### src/rtl/task_dispatch.sv
// task_dispatch: queues up to DEPTH requests per channel and hands them one at a
// time to a single consumer (level req / pulse ack), serving channels round-robin.
// Latency: dispatch one edge after a count becomes non-zero; optional watchdog abort.
module task_dispatch #(
  parameter int NCH     = 4,
  parameter int DEPTH   = 2,
  parameter int TIMEOUT = 0,
  parameter int TW      = 16,
  localparam int CW     = (NCH > 1) ? $clog2(NCH) : 1
) (
  input  logic           clk,
  input  logic           rst_n,
  input  logic [NCH-1:0] req_i,
  output logic [NCH-1:0] busy_o,
  output logic [NCH-1:0] ack_o,
  output logic [NCH-1:0] drop_o,
  output logic           task_req_o,
  output logic [CW-1:0]  task_ch_o,
  input  logic           task_ack_i,
  output logic           timeout_o,
  output logic [NCH-1:0] pending_o
);

  localparam int KW = $clog2(DEPTH + 1);
  localparam logic [KW-1:0] FULL = KW'(DEPTH);

  typedef enum logic {IDLE, WAIT} state_t;

  state_t          state;
  logic [KW-1:0]   cnt [NCH];
  logic [CW-1:0]   last;
  logic [TW-1:0]   wd;
  logic            wd_expire;
  logic            finish;
  logic [NCH-1:0]  accept;
  logic [NCH-1:0]  retire;
  logic            pick_vld;
  logic [CW-1:0]   pick_ch;

  // Watchdog comparison only exists when a timeout length is configured.
  generate
    if (TIMEOUT > 0) begin : g_wd
      assign wd_expire = (wd == TW'(TIMEOUT - 1));
    end else begin : g_no_wd
      assign wd_expire = 1'b0;
    end
  endgenerate

  // A task ends on ack, or on watchdog expiry when no ack arrives that cycle.
  assign finish = (state == WAIT) && (task_ack_i || wd_expire);

  // Channel status flags and per-channel accept/retire decisions from the pre-edge counts.
  always_comb begin
    for (int c = 0; c < NCH; c++) begin
      busy_o[c]    = (cnt[c] == FULL);
      pending_o[c] = (cnt[c] != '0);
      accept[c]    = req_i[c] && (cnt[c] != FULL);
      retire[c]    = finish && (task_ch_o == CW'(c));
    end
  end

  // Round-robin search: first channel with work, starting just after the last served one.
  always_comb begin
    int idx;
    logic [CW-1:0] sel;
    pick_vld = 1'b0;
    pick_ch  = '0;
    for (int k = 1; k <= NCH; k++) begin
      idx = (int'(last) + k) % NCH;
      sel = CW'(idx);
      if (!pick_vld && (cnt[sel] != '0)) begin
        pick_vld = 1'b1;
        pick_ch  = sel;
      end
    end
  end

  // Outstanding-task counters; a simultaneous accept and retire leave the count unchanged.
  always_ff @(posedge clk or negedge rst_n) begin
    if (!rst_n) begin
      for (int c = 0; c < NCH; c++) cnt[c] <= '0;
    end else begin
      for (int c = 0; c < NCH; c++) begin
        if (accept[c] && !retire[c]) begin
          cnt[c] <= cnt[c] + KW'(1);
        end else if (!accept[c] && retire[c]) begin
          cnt[c] <= cnt[c] - KW'(1);
        end
      end
    end
  end

  // Drop pulse for any request that arrived while its channel was already full.
  always_ff @(posedge clk or negedge rst_n) begin
    if (!rst_n) begin
      drop_o <= '0;
    end else begin
      drop_o <= req_i & busy_o;
    end
  end

  // Dispatch FSM: present one task, wait for ack or watchdog, then return to IDLE for a cycle.
  always_ff @(posedge clk or negedge rst_n) begin
    if (!rst_n) begin
      state      <= IDLE;
      task_req_o <= 1'b0;
      task_ch_o  <= '0;
      ack_o      <= '0;
      timeout_o  <= 1'b0;
      last       <= CW'(NCH - 1);
      wd         <= '0;
    end else begin
      ack_o     <= '0;
      timeout_o <= 1'b0;
      case (state)
        IDLE: begin
          if (pick_vld) begin
            task_ch_o  <= pick_ch;
            task_req_o <= 1'b1;
            wd         <= '0;
            state      <= WAIT;
          end
        end
        WAIT: begin
          if (task_ack_i) begin
            task_req_o        <= 1'b0;
            ack_o[task_ch_o]  <= 1'b1;
            last              <= task_ch_o;
            state             <= IDLE;
          end else if (wd_expire) begin
            task_req_o <= 1'b0;
            timeout_o  <= 1'b1;
            last       <= task_ch_o;
            state      <= IDLE;
          end else begin
            wd <= wd + TW'(1);
          end
        end
        default: state <= IDLE;
      endcase
    end
  end

endmodule

### config.mk
export PLATFORM = sky130hd
export DESIGN_NAME = task_dispatch
export DESIGN_NICKNAME = d
export VERILOG_FILES = /design/src/rtl/task_dispatch.sv
export SDC_FILE = /design/constraint.sdc
export NUM_CORES = 1
export LEC_CHECK = 0
export BUFFER_PORTS_ARGS = -buffer_cell sky130_fd_sc_hd__clkbuf_2
export CORE_MARGIN = 2
export CORE_UTILIZATION = 45
export DETAILED_ROUTE_END_ITERATION = 6
export PLACE_DENSITY = 0.79
export SYNTH_ARGS = -nofsm -noshare
export SYNTH_HDL_FRONTEND = slang
export SYNTH_SLANG_ARGS = --single-unit
### constraint.sdc
create_clock -name clk -period 1.4 [get_ports clk]
set_input_delay 0.28 -clock clk [delete_from_list [all_inputs] [get_ports clk]]
set_output_delay 0.28 -clock clk [all_outputs]
set_load 0.005 [all_outputs]
# ---- Word-level counts from Yosys, hierarchy flattened
# Index checks and enable logic that the tools add are counted.
dict set report op_classes {
  order_cmp 6
  bitwise 6
  add_sub_neg 12
  mux 38
  n_eq_ne 13
  n_reduce_logical 48
}
# op n
set op_table {}
lappend op_table {{$mux W2} 20}
lappend op_table {{$reduce_bool A2 Y1} 12}
lappend op_table {{$logic_and A1 B1 Y1} 21}
lappend op_table {{$bmux W2 S2} 4}
lappend op_table {{$add A2 B1 Y2 const B} 6}
lappend op_table {{$eq A2 B2 Y1 const B} 6}
lappend op_table {{$ge A3 B3 Y1 const B} 4}
lappend op_table {{$ne A2 B2 Y1 const B} 6}
lappend op_table {{$not A2 Y3} 4}
lappend op_table {{$logic_not A1 Y1} 11}
lappend op_table {{$mux W1} 9}
lappend op_table {{$mux W4} 2}
lappend op_table {{$sub A2 B1 Y2 const B} 4}
lappend op_table {{$reduce_and A2 Y1} 3}
lappend op_table {{$add A2 B2 Y2 const B} 2}
lappend op_table {{$and A4 B4 Y4} 1}
lappend op_table {{$pmux W1 S2} 2}
lappend op_table {{$lt A2 B3 Y1 const B} 1}
lappend op_table {{$demux W1 S2} 1}
lappend op_table {{$eq A2 B1 Y1 const B} 1}
lappend op_table {{$ge A2 B1 Y1 const B} 1}
lappend op_table {{$logic_not A2 Y1} 1}
lappend op_table {{$not A1 Y1} 1}
dict set report totals {
  inputBits 7
  output_inout_bits 20
  elab_cells 133
  register_bits 22
}

# ---- Depth between registers and ports, before layout
# Gate-level depths: netlist of the first run.
dict set report depth {
  depth_word 18
  depth_mapped 7
  ltp_nobuf 7
}

# ---- Least setup slack after synthesis of the first run
# Ideal clock, no wire load.
dict set report synth_timing {
  path_kind {register to register}
  from {register state}
  to {register cnt[7] (netlist name)}
  synth_period_minus_slack_ns 1.475
  slack_ns -0.075
  path_stages_with_launch 7
  setup_time_ns 0.079
  path_buffers 0
  required_time_ns 1.321
  arrival_time_ns 1.396
  path_cell_list {dfrtp_1 nand2_1 or3_1 ha_1 xor2_1 nor2_1 xor2_1}
}
dict set report synth_via {
  elab_chain_len 5
  word_cells_on_any_way 7
  cone_classes {mux (1); reduce/logical (6)}
}
# item line
set synth_rtl {}
lappend synth_rtl {{start: declaration} 29} ;# state_t state;
lappend synth_rtl {{start signal: assignment} 105} ;# state <= IDLE;
lappend synth_rtl {{start signal: assignment} 121} ;# state <= WAIT;
lappend synth_rtl {{start signal: assignment} 129} ;# state <= IDLE;
lappend synth_rtl {{$logic_and A1 B1 Y1 (*)} 50} ;# assign finish = (state == WAIT) && (task_ack_i || wd_expire);
lappend synth_rtl {{$logic_and A1 B1 Y1 (*)} 58} ;# retire[c] = finish && (task_ch_o == CW'(c));
lappend synth_rtl {{$logic_not A1 Y1} 84} ;# if (accept[c] && !retire[c]) begin
lappend synth_rtl {{$logic_and A1 B1 Y1} 84}
lappend synth_rtl {{$mux W2 / $reduce_bool A2 Y1 (equally long branches)} n/a}
lappend synth_rtl {{end signal: indexed assignment} 85} ;# cnt[c] <= cnt[c] + KW'(1);
lappend synth_rtl {{end signal: indexed assignment} 87} ;# cnt[c] <= cnt[c] - KW'(1);
lappend synth_rtl {{end: declaration} 30} ;# logic [KW-1:0] cnt [NCH];
# Every way passes the cells marked *; elsewhere a longest branch is shown, timed or not.
# A chain may end at the register's enable or synchronous reset.

# ---- Final worst setup path of the first run
dict set report layout_timing {
  from {register task_ch_o[0]}
  to {register cnt[7] (netlist name)}
}
dict set report layout_via {
  elab_chain_len 5
  word_cells_on_any_way 7
  cone_classes {mux (1); reduce/logical (6)}
}
# item line
set layout_rtl {}
lappend layout_rtl {{start: declaration} 18} ;# output logic [CW-1:0] task_ch_o,
lappend layout_rtl {{start signal: assignment} 118} ;# task_ch_o <= pick_ch;
lappend layout_rtl {{$logic_not A2 Y1 (*)} 58}
lappend layout_rtl {{$logic_and A1 B1 Y1 (*)} 58}
lappend layout_rtl {{$logic_not A1 Y1} 84}
lappend layout_rtl {{$logic_and A1 B1 Y1} 84}
lappend layout_rtl {{$mux W2 / $reduce_bool A2 Y1 (equally long branches)} n/a}
# Marks and branches as above.

==> metrics.md, run 1 <==
| Metric | Value |
|---|---|
| Max Fclk | 657 MHz |
| Synth cell types | 28 |
| Drt pass-1 iters | 4 |
| Crit path cell chain | or3_4 -> ha_4 -> xor2_1 -> nor2_1 -> xor2_1 |
| Die height | 51.8 µm |
| P&R area growth vs syn | 50.1% |
| Final setup skew | 0.00759 ns |
| Power Internal | 2.11 mW |
| Worst Path Required | 1.63 ns |
| Post-synthesis mux area share | 0 |
| First-pass GRT wire length | 3.82 mm |
| Status | complete, but fails checks |
| Max-slew headroom | 0.635 |
| Final worst slack | -0.121 ns |
| Die area | 0.00269 mm² |
| Register share of total power | 0.344 |
| Unrepaired setup endpoints after global routing | yes |
| Initial DRC count | 19 |
| Failing checks | setup timing |
| Global route total overflow | 0 |
| Syn_nets | 109 |
| Ys async rst share | 1.00 |
| Main combinational cell family by area after synthesis | simple AND/OR/NAND/NOR gates |
| CP Class | flip-flop to flip-flop |
| Final Cell Area | 0.00155 mm² |
| Part of the power in combinational logic | 0.555 |
| # diodes | 0 |
| Synth Area in Simple Gates | 0.183 |
| Place WS | -0.121 ns |
| Maxcap violations | 0 |
| Yosys top cell area share | 0.486 |
| Yosys top cell by area | dfrtp_1 |
| Die X | 51.8 µm |
| CP endpoint kind | flip-flop |
| Overall power | 3.38 mW |
| Switching share of power | 0.375 |
| Hold Vio Cnt, Final | 0 |
| Root buffer cell | clkbuf_4 |
| Num CTS Buffers | 3 |
| Ys flop type | dfrtp_1 |
| Ratio of cells with drive above 1 in the final layout | 0.529 |
| Static leakage | 0.773 nW |
| Most common cell in the synthesized netlist | dfrtp_1 |
| PD cells | 2190 mW/mm² |
| Syn Area/Cell | 10.5 µm² |
| # H-tree levels | 1 |
| Sum of negative setup slack | -0.428 ns |
| Max FO, Critical Path | 4 |
| Vias per cell | 4.94 |
| Largest stage delay, worst path | 0.44 ns |
| Most used cell, CP | xor2_1 |
| Clock power share | 0.102 |
| Worst Path Buf+Inv | 0 |
| Starting density of the core | 0.470 |
| Tot GR Track Use | 0.196 |
| Placed cell areas | 0.00130 mm² |
| Pin count of the biggest net entering global routing | 23 |
| Dpl hpwl | 1.70 mm |
| I/O pins | 27 |
| Peak supply drop | 1.15 mV |
| Total Wirelength | 2.47 mm |
| CTS tree | done |
| Compound-gate portion of the synthesized area | 0.0814 |
| Setup violators final | 9 |
| Max-slew violation count | 0 |
| Final antenna-violating net count | 0 |
| Critical path startpoint category | flip-flop |
| Core Footprint | 0.00219 mm² |
| Reg clk slew, reported paths | 0.13 ns |
| Clock Tree Buf Depth | 2 |
| Initial antenna violation count | 0 |
| Crit path DAT | 1.76 ns |
| Adder-Cell Fraction of Synth Area | 0.0486 |
| Port bufs | 25 |
| Register area share after synthesis | 0.537 |
| Worst Tran Pin Value | 0.548 ns |
| Worst min path class | input pin to flip-flop |
| Post-synth EDFFs | 0 |
| Via Count | 895 |
| Sink Count | 22 |
| Commonest cells in the synthesized netlist | 20 x dfrtp_1, 10 x inv_1, 10 x nor2_1 |
| # rows | 17 |
| NetSw | 1.26 mW |
| WL per Instance | 13.7 µm |
| Routability congestion estimate | 0.841 |
| CP max-delay cell | dfrtp_1 |
| Yosys Warn Count | 0 |
| Nets | 165 |
| Post-synthesis cell count | 98 |
| Number of global-route vias before repair | 881 |
| Flops & latches, synth | 22 |
| CP top delay family | simple AND/OR/NAND/NOR gates |
| Cell Area, Synth | 0.00103 mm² |
| Dominant cells by area after synthesis | dfrtp_1 49%, xor2_1 6.8%, dfstp_2 5.1% |
| DRC viols | 0 |
| Min Tclk post-route | 1.52 ns |
| Synth Area in XOR/XNOR | 0.102 |
| Util after Layout | 0.705 |
| Clock Latency Late Sink | 0.30 ns |
| Period utilization | 1.09 |
## flip-flops by register name, summed over array words and instances (netlist names)
register,cells
state,1
task_req_o,1
ack_o,4
cnt,8
drop_o,4
last,2
task_ch_o,2
## cells by family (layout without fill, tap and decap cells)
group,after synthesis,in the layout
other cells,1,1
flops,22,22
fa+ha+maj,4,4
simple gates,36,36
xor+xnor,12,12
compound gates,12,12
buf+inv,11,66
## timing repair
item / 4_1_cts / 5_1_grt
cloned: 0 / 0
setup endpoints to repair: 10 / 16
pin swaps: 5 / 7
setup buffers: 4 / 7
gates resized for setup: 13 / 15
endpoints found under the hold margin: 20 / 0
hold buffers: 1 / 0
## per-stage QoR
stage / hold slack, ns / std cells
detailed placement: 0.284 / 165
floorplan: -0.0156 / 98
global placement: 0.279 / 165
finish: 0.187 / 181
CTS: 0.189 / 174
global route: 0.190 / 181
## routing by layer
metal / GRT usage / vias up / routed length, µm
met1: 0.232 / 445 / 1050
met4: 0.0658 / 0 / 15
met3: 0.0287 / 2 / 74
li1: - / 430 / -
met2: 0.359 / 18 / 1330
met5: 0 / - / 0
## worst paths after layout
check                      cells past startpoint         start        end  slack [ns]
setup reg to reg                               5  task_ch_o[0]     cnt[7]       -0.12
hold reg to reg                                2       last[0]    last[0]        0.50
max in group asynchronous                      2         rst_n      state        0.51
min in group asynchronous                      2         rst_n     cnt[4]        0.50
hold / removal                                 2      req_i[2]  drop_o[2]        0.19
setup / recovery                               5  task_ch_o[0]     cnt[7]       -0.12
## worst reg2reg max path: cells and delay by family (launching register included)
kind / cells / cell delay [ns]
xor gates and xnor gates: 2 / 0.29
and+or+nand+nor: 2 / 0.55
adders and majority gates: 1 / 0.17
DFF: 1 / 0.44
## layout make-up
type | instances | area (µm²)
Sequential cell | 22 | 554
Multi-Input combinational cell | 65 | 544
Tap cell | 28 | 35.0
Timing Repair Buffer | 52 | 338
Clock buffer | 4 | 36.3
Fill cell | 156 | 646
Inverter | 10 | 37.5
## layout by cell type, fill, tap and decap left out, types with 2 or more instances in the layout
master and count:
clkbuf_2 25, a22o_1 2, nand2_1 4, o21ai_0 2, nor2_4 4, dfrtp_1 19
nor2b_1 2, xnor2_1 4, clkbuf_4 3, or2_4 2, and2_1 4, nor2_1 5
dfstp_2 2, nor2_2 2, ha_4 2, nor2b_2 4, buf_4 24, inv_1 9
buf_6 2, xor2_1 8, nand3_2 2, o21a_1 2
## power by group through the flow
stage | Sequential, mW | Clock [mW] | Combinational [mW]
3_5_place_dp | 1.12 | 0 | 1.41
6_report | 1.16 | 0.343 | 1.87
4_1_cts | 1.10 | 0.348 | 1.60
2_1_floorplan | 1.11 | 0 | 0.762
5_1_grt | 1.19 | 0.380 | 2.05
3_3_place_gp | 1.10 | 0 | 1.36
(Power assumes the default switching activity.)
==> run 2: changes to the inputs <==
==> constraint.sdc (replaced) <==
create_clock -name clk -period 1.4 [get_ports clk]
set_input_delay 0.14 -clock clk [delete_from_list [all_inputs] [get_ports clk]]
set_output_delay 0.14 -clock clk [all_outputs]
set_load 0.005 [all_outputs]
==> run 2 against run 1 <==
- the run still ends with setup timing left
- clock skew rose by 0.0019 ns
- via count decreased by 5.9%
- maximum frequency is 2.7% higher
- cell area fell by 6.8%
==> metrics.md, run 2 (same netlist as run 1, synthesis figures left out) <==
| Metric | Value |
|---|---|
| Min Tclk post-route | 1.48 ns (was 1.52 ns) |
| Worst min path class | input pin to flip-flop (unchanged) |
| Nets | 157 (was 165) |
| Power Internal | 1.93 mW (was 2.11 mW) |
| # H-tree levels | 1 (unchanged) |
| CP endpoint kind | flip-flop (unchanged) |
| I/O pins | 27 (unchanged) |
| Overall power | 3.11 mW (was 3.38 mW) |
| Sink Count | 22 (unchanged) |
| CP Class | flip-flop to flip-flop (unchanged) |
| Unrepaired setup endpoints after global routing | yes (unchanged) |
| Max FO, Critical Path | 4 (unchanged) |
| Starting density of the core | 0.470 (unchanged) |
| Worst Tran Pin Value | 0.551 ns (was 0.548 ns) |
| R2r setup slk | -0.08 ns (was -0.12 ns) |
| Leading cell type in the layout, fill and taps excluded | clkbuf_2 (unchanged) |
| # diodes | 0 (unchanged) |
| WL per Instance | 12.9 µm (was 13.7 µm) |
| Static leakage | 0.723 nW (was 0.773 nW) |
| Placed cell areas | 0.00127 mm² (was 0.00130 mm²) |
| P&R area growth vs syn | 39.9% (was 50.1%) |
| Ratio of cells with drive above 1 in the final layout | 0.455 (was 0.529) |
| Root buffer cell | clkbuf_4 (unchanged) |
| Fillers | 157 (was 156) |
| Global route total overflow | 0 (unchanged) |
| Port bufs | 25 (unchanged) |
| Number of global-route vias before repair | 813 (was 881) |
| Sum of negative setup slack | -0.223 ns (was -0.428 ns) |
| Total Wirelength | 2.23 mm (was 2.47 mm) |
| Die X | 51.8 µm (unchanged) |
| Period utilization | 1.06 (was 1.09) |
| Dpl hpwl | 1.53 mm (was 1.70 mm) |
| Num CTS Buffers | 3 (unchanged) |
| Crit path DAT | 1.73 ns (was 1.76 ns) |
| Commonest cells after routing, fill and taps aside | 25 x clkbuf_2, 20 x dfrtp_1, 18 x buf_4 (was 25 x clkbuf_2, 24 x buf_4, 19 x dfrtp_1) |
| Final setup skew | 0.00949 ns (was 0.00759 ns) |
| Final antenna-violating net count | 0 (unchanged) |
| Register share of total power | 0.365 (was 0.344) |
| Hold_ws | 0.0396 ns (was 0.187 ns) |
| Final Cell Area | 0.00144 mm² (was 0.00155 mm²) |
| Routability congestion estimate | 0.899 (was 0.841) |
| Core Footprint | 0.00219 mm² (unchanged) |
| Clock Tree Buf Depth | 2 (unchanged) |
| Footprint of the multi-input gates | 508 µm² (was 544 µm²) |
| DP Cell Count | 161 (was 165) |
| CTS tree | done (unchanged) |
| Util after Layout | 0.657 (was 0.705) |
| Part of the power in combinational logic | 0.521 (was 0.555) |
| Hold Vio Cnt, Final | 0 (unchanged) |
| FF/Latch Area | 553 µm² (was 554 µm²) |
| DRC viols | 0 (unchanged) |
| Reg with most FFs | cnt (unchanged) |
| Via Count | 842 (was 895) |
| Critical path startpoint category | flip-flop (unchanged) |
| Biggest regs | cnt: 8 flops, ack_o: 4 flops, drop_o: 4 flops (unchanged) |
| Switching share of power | 0.379 (was 0.375) |
| Max-slew violation count | 0 (unchanged) |
| RR Startpoint | state (was task_ch_o[0]) |
| Peak supply drop | 0.987 mV (was 1.15 mV) |
| Initial DRC count | 9 (was 19) |
| Reg clk slew, reported paths | 0.13 ns (about the same) |
| Drt pass-1 iters | 4 (unchanged) |
| Non-Filler Instances | 173 (was 181) |
| Maxcap violations | 0 (unchanged) |
| # rows | 17 (unchanged) |
| Failing checks | setup timing (unchanged) |
| Die height | 51.8 µm (unchanged) |
| Clock power share | 0.114 (was 0.102) |
| Crit path from | state (was task_ch_o[0]) |
| Max Fclk | 675 MHz (was 657 MHz) |
| Final worst slack | -0.0819 ns (was -0.121 ns) |
| Setup violators final | 4 (was 9) |
| First-pass GRT wire length | 3.53 mm (was 3.82 mm) |
| Die area | 0.00269 mm² (unchanged) |
| Clock Latency Late Sink | 0.31 ns (was 0.30 ns) |
| NetSw | 1.18 mW (was 1.26 mW) |
| Status | complete, but fails checks (unchanged) |
| Vias per cell | 4.87 (was 4.94) |
| PD cells | 2160 mW/mm² (was 2190 mW/mm²) |
| Initial antenna violation count | 0 (unchanged) |
| Max reg flops | 8 (unchanged) |
| Worst Path Required | 1.65 ns (was 1.63 ns) |
| Hold Path Origin | req_i[3] (was req_i[2]) |
| Place WS | -0.110 ns (was -0.121 ns) |
| Pin count of the biggest net entering global routing | 23 (unchanged) |
| Max-slew headroom | 0.633 (was 0.635) |
| Tot GR Track Use | 0.182 (was 0.196) |
## run 2: power by group through the flow
stage / clock [mW] / sequential [mW] / combinational, mW
3_3_place_gp: 0 / 1.10 / 1.29
3_5_place_dp: 0 / 1.12 / 1.33
6_report: 0.355 / 1.13 / 1.62
2_1_floorplan: 0 / 1.11 / 0.762
4_1_cts: 0.354 / 1.09 / 1.53
5_1_grt: 0.390 / 1.17 / 1.80
## run 2: worst paths after layout
check,endpoint,cells past startpoint
setup / recovery,cnt[7],6
hold / removal,drop_o[3],2
setup reg to reg,cnt[7],6
hold reg to reg,last[0],2
max in group asynchronous,last[0],2
min in group asynchronous,drop_o[0],2
## run 2: per-layer routing
| layer | global-route usage | up-vias | share of wire |
|---|---|---|---|
| met5 | 0 | - | 0 |
| met4 | 0.0921 | 0 | 0.013 |
| met3 | 0.0402 | 4 | 0.056 |
| met2 | 0.291 | 27 | 0.49 |
| met1 | 0.229 | 402 | 0.44 |
| li1 | - | 409 | - |
## run 2: critical path: stages (launching register included)
cell and delay, ns:
dfrtp_1 0.43, nand2_2 0.08, or3_4 0.35, ha_4 0.17, xor2_2 0.14, nor2_2 0.10, xor2_1 0.14
## run 2: cell type report
class,instances,share of cell area
clock buffers,4,0.0252
inverters,10,0.0261
multi-input cells,65,0.353
flip-flops and latches,22,0.384
well taps,28,0.0243
repair buffers,44,0.188
## run 2: timing repair
item                                    CTS  global route
cloned                                    0             0
endpoints found under the setup margin    5            11
pin swaps                                 1             3
hold buffers                              1             0
hold endpoints to repair                 20             0
gates resized for setup                   8             5
setup buffers                             5             2
